<file path="config.mk">
export PLATFORM = sky130hd
export DESIGN_NAME = rl_pair_filter
export DESIGN_NICKNAME = d
export VERILOG_FILES = /design/src/rtl/rl_pair_filter.sv
export SDC_FILE = /design/constraint.sdc
export NUM_CORES = 1
export LEC_CHECK = 0
export ABC_AREA = 1
export BUFFER_PORTS_ARGS = -buffer_cell sky130_fd_sc_hd__buf_2
export CAP_MARGIN = 10
export CORE_MARGIN = 2
export CORE_UTILIZATION = 25
export DETAILED_ROUTE_END_ITERATION = 16
export MAX_ROUTING_LAYER = met4
export PLACE_DENSITY = 0.37
export SLEW_MARGIN = 20
export SYNTH_ARGS = -nofsm -noshare
export SYNTH_HDL_FRONTEND = slang
export SYNTH_SLANG_ARGS = --single-unit
</file>
<file path="constraint.sdc">
create_clock -name clk -period 6.6 [get_ports clk]
set_clock_uncertainty 0.1 [all_clocks]
set_input_delay 1.32 -clock clk [delete_from_list [all_inputs] [get_ports clk]]
set_output_delay 1.32 -clock clk [all_outputs]
set_load 0.05 [all_outputs]
</file>
<file path="src/rtl/rl_pair_filter.sv">
// Range-limited pair filter: compares each pair's r2 against cutoff2 and queues the
// survivors in a first-word-fall-through buffer feeding the force evaluator.
module rl_pair_filter #(
    parameter int DATA_WIDTH      = 32,
    parameter int ID_WIDTH        = 9,
    parameter int FIFO_DEPTH      = 8,
    parameter int FIFO_ADDR_WIDTH = 3
) (
    input  logic                  clk,
    input  logic                  rst,
    input  logic                  r2_valid,
    input  logic [DATA_WIDTH-1:0] r2,
    input  logic [ID_WIDTH-1:0]   home_id,
    input  logic [ID_WIDTH-1:0]   nb_id,
    input  logic [DATA_WIDTH-1:0] cutoff2,
    input  logic                  out_ready,
    output logic                  out_valid,
    output logic [DATA_WIDTH-1:0] out_r2,
    output logic [ID_WIDTH-1:0]   out_home_id,
    output logic [ID_WIDTH-1:0]   out_nb_id,
    output logic                  almost_full,
    output logic                  overflow,
    output logic [15:0]           pass_count,
    output logic [15:0]           drop_count
);

    localparam int CNT_W = FIFO_ADDR_WIDTH + 1;

    logic                  vld_p1;
    logic [DATA_WIDTH-1:0] r2_p1;
    logic [ID_WIDTH-1:0]   home_p1;
    logic [ID_WIDTH-1:0]   nb_p1;

    logic [DATA_WIDTH-1:0] mem_r2   [FIFO_DEPTH];
    logic [ID_WIDTH-1:0]   mem_home [FIFO_DEPTH];
    logic [ID_WIDTH-1:0]   mem_nb   [FIFO_DEPTH];

    logic [FIFO_ADDR_WIDTH-1:0] wptr;
    logic [FIFO_ADDR_WIDTH-1:0] rptr;
    logic [CNT_W-1:0]           count;

    logic pass_p1, drop_p1, full, pop, push, lost;
    logic unused_cutoff_sign;

    // For positive, finite floats the raw magnitude bits order the same way as the values.
    function automatic logic is_pass(input logic [DATA_WIDTH-1:0] v,
                                     input logic [DATA_WIDTH-1:0] c);
        return !v[31] && (v[30:0] != 31'd0) && (v[30:23] != 8'hFF) && (v[30:0] < c[30:0]);
    endfunction

    function automatic logic [15:0] sat_inc(input logic [15:0] v);
        return (v == 16'hFFFF) ? v : v + 16'd1;
    endfunction

    assign unused_cutoff_sign = cutoff2[DATA_WIDTH-1];

    assign pass_p1 = vld_p1 && is_pass(r2_p1, cutoff2);
    assign drop_p1 = vld_p1 && !pass_p1;
    assign full    = (count == CNT_W'(FIFO_DEPTH));
    assign pop     = (count != '0) && out_ready;
    assign push    = pass_p1 && (!full || pop);
    assign lost    = pass_p1 && full && !pop;

    assign out_valid   = (count != '0);
    assign out_r2      = out_valid ? mem_r2[rptr]   : '0;
    assign out_home_id = out_valid ? mem_home[rptr] : '0;
    assign out_nb_id   = out_valid ? mem_nb[rptr]   : '0;
    assign almost_full = (count >= CNT_W'(FIFO_DEPTH - 2));

    always_ff @(posedge clk) begin
        if (rst) begin
            vld_p1     <= 1'b0;
            wptr       <= '0;
            rptr       <= '0;
            count      <= '0;
            overflow   <= 1'b0;
            pass_count <= '0;
            drop_count <= '0;
        end else begin
            vld_p1 <= r2_valid;
            if (push) wptr <= wptr + 1'b1;
            if (pop)  rptr <= rptr + 1'b1;
            if (push && !pop)      count <= count + 1'b1;
            else if (!push && pop) count <= count - 1'b1;
            if (lost) overflow <= 1'b1;
            if (push) pass_count <= sat_inc(pass_count);
            if (drop_p1 || lost) drop_count <= sat_inc(drop_count);
        end
    end

    // S1 capture and buffer write; data paths carry no reset, validity is tracked above.
    always_ff @(posedge clk) begin
        r2_p1   <= r2;
        home_p1 <= home_id;
        nb_p1   <= nb_id;
        if (push) begin
            mem_r2[wptr]   <= r2_p1;
            mem_home[wptr] <= home_p1;
            mem_nb[wptr]   <= nb_p1;
        end
    end

endmodule

</file>
==> summary.md <==
| Metric | Value |
|---|---|
| Critical Path Fanout Max | `74` |
| Pre-CTS setup slack | `1.73 ns` |
| Outcome | `completed` |
| Setup_tns | `0 ns` |
| Initial Util | `0.253` |
| Most used DFF post-synth | `edfxtp_1` |
| Die area | `0.0824 sq mm` |
| CTS tree | `yes` |
| CTS resizes | `0` |
| Gpl congestion | `0.787` |
| Vias per cell | `4.46` |
| Synth area leader | `edfxtp_1` |
| Hold Vio Cnt, Final | `0` |
| Crit Path Category | `reg2out` |
| Min-Delay Startpoint | `rptr[2]` |
| Setup crit end kind | `primary output` |
| P&R area growth vs syn | `19.7%` |
| Vias in the first global route | `13.4k` |
| Leak pwr | `8.55 nW` |
| Die span in x | `287 microns` |
| Reg2Reg Launch Point | `r2_p1[14]` |
| Synthesized area per cell | `11.5 sq um` |
| FP Rows | `103` |
| Final min period | `4.99 ns` |
| # nets final | `2,024` |
| Top achievable clock speed | `0.200 GHz` |
| Synth top area share | `0.599` |
| Sequential fraction of the synthesis area | `0.696` |
| Remaining global-route overflow | `0` |
| Crit start category | `register` |
| Worst slew margin | `0.342` |
| Setup ws final | `1.61 ns` |
| Core area | `0.0791 sq mm` |
| Asr flop ratio synth | `0` |
| Final Slew Violations | `0` |
| Power Density | `409 mW/mm^2` |
| Routed WL | `57,800 microns` |
| Post-route clock period utilization | `0.756` |
| CTS H-tree depth | `2` |
| DPL Wire Length | `32,300 microns` |
| CTS max path bufs | `3` |
| # port buffers | `169` |
| Initial antenna violation count | `9` |
| Final hold slack | `0.363 ns` |
| DRC viols | `0` |
| Number of CTS-inserted buffers | `58` |
| Slew @ Worst Pin | `0.986 ns` |
| Yosys warning count | `0` |
| # IOs | `171` |
| Hold WC Path Type | `reg2reg` |
| Clk_lat worst skew | `0.61 ns` |
| Chip height | `287 microns` |
| Yosys cell types | `38` |
| Clk root buf | `clkbuf_16` |
| Number of setup buffers added after CTS | `0` |
| Count of final setup violators | `0` |
| RSZ-0062 raised after global routing | `false` |
| GRT Total Usage | `0.143` |
| Clk slew on worst S/H paths | `0.05 ns` |
| CP Data Arrival Time | `3.57 ns` |
| Required time of the critical path | `5.18 ns` |
| Antenna viol nets, final | `0` |
| Post-layout util | `0.303` |
| Max Cap Viol | `0` |
| Number of flops mapped to enable cells by yosys | `400` |
| Synth top area cells | `edfxtp_1, dfxtp_1, nor2_1` |
| DR WL/cell | `19.2 microns` |
| TritonRoute pass-1 iters | `5` |
| #FFs+latches synth | `497` |
| Vias post-DR | `13.4k` |
| Layout cells sized above 1 | `0.157` |
| # clock sinks | `497` |
| VDD IR max | `0.200 mV` |
| Post-Syn Instances | `1,740` |
| First-iteration detailed-routing DRC count | `848` |
| Synth Net Count | `1,864` |
| Synthesized area | `0.0200 sq mm` |
| First-pass GRT wire length | `86,700 microns` |
| CTS hold repair buffers | `0` |
| Pin count of the biggest net entering global routing | `85` |
cell usage in the layout (no fill, tap or decap), types with 20 or more instances in the layout:
cell       count
edfxtp_1     400
nor2_1       357
o21ai_0      241
buf_2        169
nand2_1      123
dfxtp_1       95
inv_1         86
clkbuf_16     59
o22ai_1       50
a31oi_1       50
a21oi_1       47
ha_1          37
nand3_1       36
xor2_1        26
clkbuf_1      20
buf_4         20
state kept, by name (all words and copies together), names as in the netlist, named ones only:
| signal | cells |
|---|---|
| nb_p1 | 9 |
| pass_count | 16 |
| rptr | 3 |
| count | 4 |
| mem_r2 | 256 |
| home_p1 | 9 |
| r2_p1 | 32 |
| vld_p1 | 1 |
| mem_nb | 72 |
| drop_count | 16 |
| overflow | 1 |
| wptr | 3 |
| mem_home | 72 |
layer usage:
metal,GRT usage,vias to the layer above,part of all wire
met4,0.0324,0,0.015
met3,0.0278,72,0.046
met1,0.192,6590,0.48
li1,-,6525,-
met5,-,-,0
met2,0.224,230,0.46
kinds of logic (layout without fill, tap and decap cells):
group	after synthesis	after routing	share of synthesized area
AND/OR/NAND/NOR	576	576	0.120
flip-flops	497	497	0.696
AO/OA/AOI/OAI	412	412	0.110
buffers and inverters	187	397	0.0362
adder cells (fa/ha/maj)	38	38	0.0241
XOR/XNOR	30	30	0.0131
other	0	10	0
per-stage QoR:
stage	std cells	area (sq um)	total power [mW]
3_3_place_gp	2890	22100	6.85
3_5_place_dp	2890	22100	6.87
6_report	3010	24000	9.81
4_1_cts	3000	24000	10.0
5_1_grt	3009	24000	10.3
2_1_floorplan	1740	20000	5.82
worst max-delay path, stage by stage, from the launching register on:
cell and delay, ns:
dfxtp_4 0.54, inv_4 0.83, buf_4 0.48, o21ai_0 0.15, o22ai_1 0.13, o21ai_1 0.07
a31oi_1 0.36, buf_2 0.35
synth_stat cells, types with 2 or more instances:
cell type / number
inv_1: 88
a31oi_1: 50
buf_6: 2
nor3_4: 3
nor2_2: 2
a21oi_1: 47
nand2_1: 123
nor2_1: 363
nand3_1: 36
ha_1: 37
buf_2: 6
edfxtp_1: 400
nor3_1: 11
o21ai_0: 241
xor2_1: 26
inv_2: 5
xnor2_1: 4
o22ai_1: 50
nand4_4: 2
nor3_2: 3
dfxtp_1: 97
nand2_2: 4
clkbuf_1: 74
a21oi_2: 2
buf_1: 12
o21ai_1: 18
nor4_1: 6
nand4_1: 18
layout make-up:
| class | instances | area, sq um |
|---|---|---|
| fillers | 8196 | 55100 |
| diodes | 10 | 25.0 |
| inverters | 93 | 360 |
| flip-flops and latches | 497 | 14000 |
| clock buffers | 79 | 1550 |
| clock inverters | 31 | 265 |
| well taps | 1050 | 1310 |
| repair buffers | 194 | 1100 |
| multi-input cells | 1056 | 5420 |
power breakdown:
part | switching (mW) | total, mW | internal, mW
combinational | 2.39 | 3.12 | 0.727
clock | 1.29 | 3.09 | 1.80
sequential | 0.149 | 3.59 | 3.44
total | 3.84 | 9.81 | 5.97
path summary, 6_finish.rpt:
kind              slack (ns)            to  cells past startpoint
hold reg to reg         0.36       rptr[2]                      2
hold / removal          0.36       rptr[2]                      2
setup / recovery        1.61  out_nb_id[3]                      7
setup reg to reg        2.68  mem_r2[7][9]                     13
Power figures use the tool's default switching activity.
